File: src/rtl/huffman_table_loader_pkg.sv
// Shared state encoding and sizing helper for the Huffman table loader.
package huffman_table_loader_pkg;

  typedef enum logic {
    IDLE = 1'b0,
    FILL = 1'b1
  } fill_state_t;

  // Bits needed to hold the value v, so a length field can encode 0..MAX_CODE_LENGTH.
  function automatic int log2(input int v);
    int r;
    r = 0;
    for (int i = 0; i < 31; i++) begin
      if ((1 << i) <= v) r = i + 1;
    end
    return r;
  endfunction

endpackage

File: src/rtl/huffman_table_loader_addr_gen.sv
// Fill-slot address generator: slot index in the upper address bits, masked code in the lower len bits.
// Address and last flag are combinational from the registered slot count.
module table_fill_addr_gen #(
  parameter int MAX_CODE_LENGTH      = 9,
  parameter int LOG2_MAX_CODE_LENGTH = 4
) (
  input  logic                            clk,
  input  logic                            rst,
  input  logic                            load,
  input  logic                            step,
  input  logic [LOG2_MAX_CODE_LENGTH-1:0] len,
  input  logic [MAX_CODE_LENGTH-1:0]      code,
  output logic [MAX_CODE_LENGTH-1:0]      addr,
  output logic                            last
);

  logic [MAX_CODE_LENGTH-1:0] count;
  logic [MAX_CODE_LENGTH-1:0] code_mask;
  logic [MAX_CODE_LENGTH-1:0] last_count;

  // len == MAX_CODE_LENGTH shifts every ones-bit out: full mask, single slot.
  assign code_mask  = ~({MAX_CODE_LENGTH{1'b1}} << len);
  assign last_count = {MAX_CODE_LENGTH{1'b1}} >> len;
  assign addr       = (count << len) | (code & code_mask);
  assign last       = (count == last_count);

  always_ff @(posedge clk or negedge rst) begin
    if (!rst) begin
      count <= '0;
    end else if (load) begin
      count <= '0;
    end else if (step) begin
      count <= count + MAX_CODE_LENGTH'(1);
    end
  end

endmodule

File: src/rtl/huffman_table_loader.sv
// Expands canonical (code, len, symbol) entries into every owned decode-table slot, one write per cycle.
// Latency: entry accepted at edge N -> first registered table write visible after edge N+1; no bubble between entries.
// Backpressure: one pending slot; entry_full blocks pushes. HUFFMAN_TABLE_KRAFT_CHECK_EN enables the Kraft-sum check.
module huffman_table_loader
  import huffman_table_loader_pkg::*;
#(
  parameter int MAX_CODE_LENGTH      = 9,
  parameter int WIDTH_OUT            = 8,
  parameter int LOG2_MAX_CODE_LENGTH = log2(MAX_CODE_LENGTH)
) (
  input  logic                            clk,
  input  logic                            rst,
  input  logic                            entry_push,
  input  logic [MAX_CODE_LENGTH-1:0]      entry_code,
  input  logic [LOG2_MAX_CODE_LENGTH-1:0] entry_len,
  input  logic [WIDTH_OUT-1:0]            entry_data,
  output logic                            entry_full,
  input  logic                            commit,
  output logic                            busy,
  output logic                            err,
  output logic                            table_complete,
  output logic                            table_push,
  output logic [MAX_CODE_LENGTH-1:0]      table_addr,
  output logic [LOG2_MAX_CODE_LENGTH-1:0] table_code_width,
  output logic [WIDTH_OUT-1:0]            table_data
);

  localparam logic [LOG2_MAX_CODE_LENGTH-1:0] LEN_MAX = LOG2_MAX_CODE_LENGTH'(MAX_CODE_LENGTH);

  typedef struct packed {
    logic [MAX_CODE_LENGTH-1:0]      code;
    logic [LOG2_MAX_CODE_LENGTH-1:0] len;
    logic [WIDTH_OUT-1:0]            data;
  } entry_t;

  fill_state_t                state, state_nxt;
  entry_t                     active, pending, in_entry;
  logic                       pending_valid;
  logic                       len_ok, take, last, emit;
  logic                       load_in, load_pend, to_pending;
  logic                       commit_req, do_commit;
  logic [MAX_CODE_LENGTH-1:0] fill_addr;

  assign in_entry   = '{code: entry_code, len: entry_len, data: entry_data};
  assign len_ok     = (entry_len != '0) && (entry_len <= LEN_MAX);
  assign take       = entry_push && !pending_valid && len_ok;
  assign emit       = (state == FILL);
  assign entry_full = pending_valid;
  assign busy       = (state == FILL) || pending_valid;
  // A commit seen while busy is held until the fill and any pending entry have drained.
  assign do_commit  = (commit || commit_req) && !busy;

  table_fill_addr_gen #(
    .MAX_CODE_LENGTH      (MAX_CODE_LENGTH),
    .LOG2_MAX_CODE_LENGTH (LOG2_MAX_CODE_LENGTH)
  ) u_addr_gen (
    .clk  (clk),
    .rst  (rst),
    .load (load_in || load_pend),
    .step (emit && !last),
    .len  (active.len),
    .code (active.code),
    .addr (fill_addr),
    .last (last)
  );

  always_comb begin
    state_nxt  = state;
    load_in    = 1'b0;
    load_pend  = 1'b0;
    to_pending = 1'b0;
    case (state)
      IDLE: begin
        if (take) begin
          load_in   = 1'b1;
          state_nxt = FILL;
        end
      end
      FILL: begin
        if (last) begin
          if (pending_valid)  load_pend = 1'b1;
          else if (take)      load_in   = 1'b1;
          else                state_nxt = IDLE;
        end else if (take) begin
          to_pending = 1'b1;
        end
      end
      default: state_nxt = IDLE;
    endcase
  end

  always_ff @(posedge clk or negedge rst) begin
    if (!rst) begin
      state            <= IDLE;
      active           <= '0;
      pending          <= '0;
      pending_valid    <= 1'b0;
      err              <= 1'b0;
      commit_req       <= 1'b0;
      table_push       <= 1'b0;
      table_addr       <= '0;
      table_code_width <= '0;
      table_data       <= '0;
    end else begin
      state <= state_nxt;
      if (load_in)        active <= in_entry;
      else if (load_pend) active <= pending;
      if (to_pending) pending <= in_entry;
      if (load_pend)       pending_valid <= 1'b0;
      else if (to_pending) pending_valid <= 1'b1;
      if (entry_push && (pending_valid || !len_ok)) err <= 1'b1;
      if (do_commit)   commit_req <= 1'b0;
      else if (commit) commit_req <= 1'b1;
      table_push <= emit;
      if (emit) begin
        table_addr       <= fill_addr;
        table_code_width <= active.len;
        table_data       <= active.data;
      end
    end
  end

`ifdef HUFFMAN_TABLE_KRAFT_CHECK_EN
  localparam logic [MAX_CODE_LENGTH:0] KRAFT_FULL = {1'b1, {MAX_CODE_LENGTH{1'b0}}};

  logic [MAX_CODE_LENGTH:0] kraft_sum, kraft_add;

  // Each legal entry owns 2^(MAX-len) slots; a complete prefix code owns them all.
  assign kraft_add = take ? ({{MAX_CODE_LENGTH{1'b0}}, 1'b1} << (LEN_MAX - entry_len)) : '0;

  always_ff @(posedge clk or negedge rst) begin
    if (!rst) begin
      kraft_sum      <= '0;
      table_complete <= 1'b0;
    end else if (do_commit) begin
      table_complete <= (kraft_sum == KRAFT_FULL);
      kraft_sum      <= kraft_add;
    end else begin
      kraft_sum <= kraft_sum + kraft_add;
    end
  end
`else
  always_ff @(posedge clk or negedge rst) begin
    if (!rst) begin
      table_complete <= 1'b0;
    end else if (do_commit) begin
      table_complete <= 1'b1;
    end
  end
`endif

endmodule

File: config.mk
export PLATFORM = sky130hd
export DESIGN_NAME = huffman_table_loader
export DESIGN_NICKNAME = d
export VERILOG_FILES = /design/src/rtl/huffman_table_loader_pkg.sv /design/src/rtl/huffman_table_loader_addr_gen.sv /design/src/rtl/huffman_table_loader.sv
export SDC_FILE = /design/constraint.sdc
export NUM_CORES = 1
export LEC_CHECK = 0
export CAP_MARGIN = 40
export CORE_MARGIN = 2
export CORE_UTILIZATION = 50
export CTS_BUF_LIST = sky130_fd_sc_hd__clkbuf_2 sky130_fd_sc_hd__clkbuf_4 sky130_fd_sc_hd__clkbuf_8
export CTS_CLUSTER_SIZE = 24
export DETAILED_ROUTE_END_ITERATION = 10
export MAX_ROUTING_LAYER = met4
export PLACE_DENSITY = 0.79
export SLEW_MARGIN = 20
export SYNTH_ARGS = -nofsm -noshare
export SYNTH_HDL_FRONTEND = slang
export SYNTH_SLANG_ARGS = --single-unit
File: constraint.sdc
create_clock -name clk -period 3.2 [get_ports clk]
set_clock_uncertainty 0.2 [all_clocks]
set_input_delay 0.64 -clock clk [delete_from_list [all_inputs] [get_ports clk]]
set_output_delay 0.64 -clock clk [all_outputs]
set_load 0.05 [all_outputs]
Word-level counts from Yosys, hierarchy flattened

Cells that the tools add are included.

Bits in registers: 78
Input port bits: 25
Output and inout port bits: 26
Word-level logic and storage cells: 65

Add/sub/neg operators: 1
$lt $le $gt $ge: 1
Equality and inequality tests: 1
Shifts and indexed selects: 3
Multiplexer cells: 20
Bitwise gates (word level): 4
Reductions and logical operators: 19

Operators with widths:

| cell                                                               | count |
|---|---|
| 21-bit 2-to-1 mux                                                  | 2 |
| 9-bit 2-to-1 mux                                                   | 2 |
| 1-bit 2-to-1 mux                                                   | 14 |
| 9-bit by 1-bit adder with 9-bit output, second input constant      | 1 |
| 9-bit AND                                                          | 1 |
| 9-bit equality test                                                | 1 |
| 9-bit NOT                                                          | 1 |
| 9-bit bitwise OR                                                   | 1 |
| 9-bit by 4-bit << shifter with 9-bit output                        | 1 |
| 9-bit by 4-bit << shifter with 9-bit output, first input constant  | 1 |
| 9-bit by 4-bit right shift with 9-bit output, first input constant | 1 |
| 2-bit nonzero test                                                 | 4 |
| 1-bit logical AND                                                  | 6 |
| 4-bit <= comparator, second input constant                         | 1 |
| 1-bit logical NOT                                                  | 4 |
| 1-bit logical OR                                                   | 4 |
| 1-bit one-hot mux with 2 select lines                              | 2 |
| 4-bit nonzero test                                                 | 1 |
| 1-bit NOT                                                          | 1 |

Depth between registers and ports, before layout

Depth in word-level cells: 9
Mapped depth: 10
Depth with buffers taken out: 7

By module

From an unflattened synthesis, not the netlist that was laid out.

Cells, all modules: 308
Area, all modules: 3888.7 um2

By module, submodules not included:

| module               | times used | cells each | area each (um2) | seq. area each (um2) |
|---|---|---|---|---|
| huffman_table_loader | 1          | 183        | 2834.0          | 1726.7 |
| table_fill_addr_gen  | 1          | 125        | 1054.8          | 225.2 |

Worst setup path after synthesis

OpenSTA, ideal clock, no wires.

Path kind: register to output
From: reg state (netlist: emit)
To: out busy
Data arrival time: 1465 ps
Data required time: 2360 ps
Slack: 895 ps
Cell stages (with the launch flop): 5
Buffers on the path: 2
Path through: dfrtp_1 -> buf_1 -> clkbuf_1 -> nor2_1 -> inv_1

Cells in the longest elaborated chain, start to end: 1

Ends and longest elaborated chain:

| element                | RTL line                    | text |
|---|---|---|
| from (decl)            | huffman_table_loader.sv:36  | `fill_state_t state, state_nxt;` |
| from (signal assigned) | huffman_table_loader.sv:105 | `state <= state_nxt;` |
| 1-bit logical OR       | huffman_table_loader.sv:49  | `assign busy = (state == FILL) \|\| pending_valid;` |
| to (decl)              | huffman_table_loader.sv:19  | `output logic busy,` |

Every way passes these cells.

Worst setup path after layout

From: reg active[11] in the netlist's numbering
To: reg pending[11] in the netlist's numbering

Cells in the longest elaborated chain, start to end: 4

Ends and longest elaborated chain:

| element                                      | RTL line                            | text |
|---|---|---|
| from (decl)                                  | huffman_table_loader.sv:37          | `entry_t active, pending, in_entry;` |
| from (signal assigned)                       | huffman_table_loader.sv:106         | `if (load_in) active <= in_entry;` |
| from (signal assigned)                       | huffman_table_loader.sv:107         | `else if (load_pend) active <= pending;` |
| 9-bit by 4-bit right shift with 9-bit output | huffman_table_loader_addr_gen.sv:23 | `assign last_count = {MAX_CODE_LENGTH{1'b1}} >> len;` |
| 9-bit equality test                          | huffman_table_loader_addr_gen.sv:25 | `assign last = (count == last_count);` |
| 1-bit 2-to-1 mux                             | huffman_table_loader.sv:80          | `if (last) begin` |
| 1-bit 2-to-1 mux                             | huffman_table_loader.sv:72          | `case (state)` |
| to (signal assigned)                         | huffman_table_loader.sv:108         | `if (to_pending) pending <= in_entry;` |
| to (decl)                                    | huffman_table_loader.sv:37          |  |

Every way passes these cells.
A chain may end at the register's enable or synchronous reset.

==> run summary <==
Outcome -> completed
Peak supply drop -> 0.455 mV
Commonest non-fill, non-tap cells in the layout -> dfrtp_1, clkdlybuf4s50_1, mux2_2
H-tree depth -> 3
Synth-to-Final Area Change -> 20.2%
DIE AREA -> 8560 um2
Utilization after layout -> 61.6%
Final Cycle Share -> 86.8%
Power per cell area -> 514 nW/um2
Diode count -> 0
CTS buffer count -> 9
WS Path Type -> reg -> reg
Die X -> 92.5 um
Largest delay share family, worst path -> flip-flops
Avg Synthesized Cell Area -> 11.7 um2
Crit path max fanout -> 23
Unique cell type count in the Yosys netlist -> 53
Tot Pwr -> 2.42 mW
Gr usage total -> 21.9%
Critical Path Max Stage Delay -> 0.85 ns
Initial Util -> 51.2%
Largest net degree at the start of global routing -> 46
HP Class -> in -> async
Slew @ Worst Pin -> 0.773 ns
Warnings from Yosys -> 0
First-pass GRT wire length -> 14.1 mm
Initial antenna violation count -> 0
DR vias/cell -> 5.88
Final hold violation count -> 0
IO Count -> 51
Routed WL per cell -> 17.4 um
Synthesized flop and latch total -> 78
Nets -> 402
Post CTS Setup Buffer Count -> 0
Layout cells sized above 1 -> 25.7%
Post-synth EDFFs -> 0
Syn Std Cell Area -> 3920 um2
Slowest cell on crit path -> dfrtp_1
Resized cells post-CTS -> 0
RSZ-0062 raised after global routing -> false
Max Freq -> 0.360 GHz
Final setup viols -> 0
Syn nets -> 360
Place WS -> 0.328 ns
Crit path launch type -> register
Post-Layout Cell Count -> 483
Setup TNS -> 0 ns
Pins over their slew limit -> 0
Worst setup margin -> 0.423 ns
Leak pwr -> 2.01 nW
Pre-Repair DR Iteration Count -> 4
Clock Sinks -> 78
Final GP Congestion -> 0.876
Worst-path clk slew -> 0.08 ns
Final wirelength -> 8.39 mm
Number of global-route vias before repair -> 2780
Detail Route Antenna Nets -> 0
Most common cell after layout, fill and taps aside -> dfrtp_1
Hold_buf cts -> 0
Crit-path cells -> inv_1 -> a211o_1 -> o211ai_1 -> nand4_1 -> nand3_1 -> buf_4 -> mux2_2
Worst path bufs/invs -> 2
Vias -> 2842
Slew headroom -> 48.5%
CTS tree -> built
Max cap viols -> 0
Register area share after synthesis -> 49.8%
IO Port Bufs -> 50
WP data required -> 3.25 ns
Die H -> 92.5 um
Post-Synthesis Cells -> 334
Total grt overflow -> 0
Clk_lat worst skew -> 0.36 ns
Clock buffer depth -> 2
CTS root buf -> clkbuf_8
DP HPWL -> 5.75 mm
Core ar. -> 7650 um2
Critical path arrival -> 2.83 ns
Ys flop type -> dfrtp_1
Worst setup EP type -> register
Iteration-0 DRC count of the detailed router -> 224
Core Rows -> 32
Placed Cells incl. Taps -> 467
FFs w/ async S/R, synth -> 100%
Drt drc -> 0
Final Critical Period -> 2.78 ns
==> path summary, 6_finish.rpt <==
path | slack, ns | start | cells past startpoint | endpoint
setup / recovery | 0.42 | active[11] | 7 | pending[11]
hold / removal | 0.03 | rst | 1 | u_addr_gen.count[1]
setup reg to reg | 0.42 | active[11] | 7 | pending[11]
hold reg to reg | 0.28 | table_complete | 1 | table_complete
max in group asynchronous | 2.20 | rst | 2 | pending[11]
min in group clk | 0.28 | table_complete | 1 | table_complete
==> through the flow <==
stage | hold slack (ns) | cell area, um2
floorplan | 0.144 | 3920
global placement | 0.259 | 4460
detailed placement | 0.261 | 4480
CTS | 0.0202 | 4710
global route | 0.0417 | 4710
finish | 0.0263 | 4710
==> cell usage after synthesis, types with 2 or more instances <==
cell	number	share of area (%)
xnor2_1	2	0.45
a2bb2oi_2	20	7.7
buf_6	3	0.86
o21a_1	2	0.38
clkbuf_1	15	1.4
buf_4	4	0.77
nor4b_1	2	0.45
mux2_2	38	11
a21o_1	2	0.38
o2bb2ai_1	3	0.67
nand4_1	3	0.48
buf_2	7	0.89
nor3_1	6	0.77
o21ai_0	8	1.0
a211oi_1	2	0.38
or2_2	2	0.32
nor3b_1	3	0.57
o21bai_1	2	0.38
nand3_1	5	0.64
nor2_1	23	2.2
o22ai_1	23	3.7
a211o_1	6	1.3
mux4_2	4	2.3
a22oi_1	2	0.38
buf_1	3	0.29
mux2i_1	6	1.5
a31oi_1	3	0.48
a32oi_1	2	0.45
and3_1	2	0.32
a21oi_1	6	0.77
dfrtp_1	78	50
inv_1	9	0.86
nand2_1	18	1.7
==> state kept, by name, summed over array words and instances (netlist names), 4 cells and up <==
name              flops
active               21
pending              21
table_addr            9
u_addr_gen.count      9
table_data            8
table_code_width      4
==> routing by layer <==
| metal | global-route usage, % | share of wire [%] | wire length [um] |
|---|---|---|---|
| met4 | 9.08 | 2.2 | 182 |
| met1 | 28.6 | 44 | 3680 |
| met2 | 33.2 | 50 | 4180 |
| met3 | 5.37 | 4.2 | 350 |
| met5 | - | 0 | 0 |
==> cell type report <==
type / instances / area (um2)
timing repair buffer: 63 / 606
inverter: 9 / 33.8
fill: 597 / 2940
multi-input combinational: 215 / 1770
tap: 102 / 128
clock inverter: 6 / 95.1
clock buffer: 10 / 131
sequential: 78 / 1950
==> power by group <==
part	switching, mW	leakage, nW	internal (mW)
clock	0.381	0.108	0.454
sequential	0.0738	0.963	1.12
combinational	0.180	0.941	0.210
==> kinds of logic (layout without fill, tap and decap cells) <==
| family | after synthesis | count (layout) | synth area share (%) |
|---|---|---|---|
| flops | 78 | 78 | 49.8 |
| xor+xnor | 2 | 2 | 0.447 |
| simple gates | 73 | 73 | 9.13 |
| compound gates | 91 | 91 | 20.4 |
| fa+ha+maj | 1 | 1 | 0.319 |
| mux | 48 | 48 | 14.8 |
| buf+inv | 41 | 88 | 5.11 |
Power figures use the tool's default switching activity.
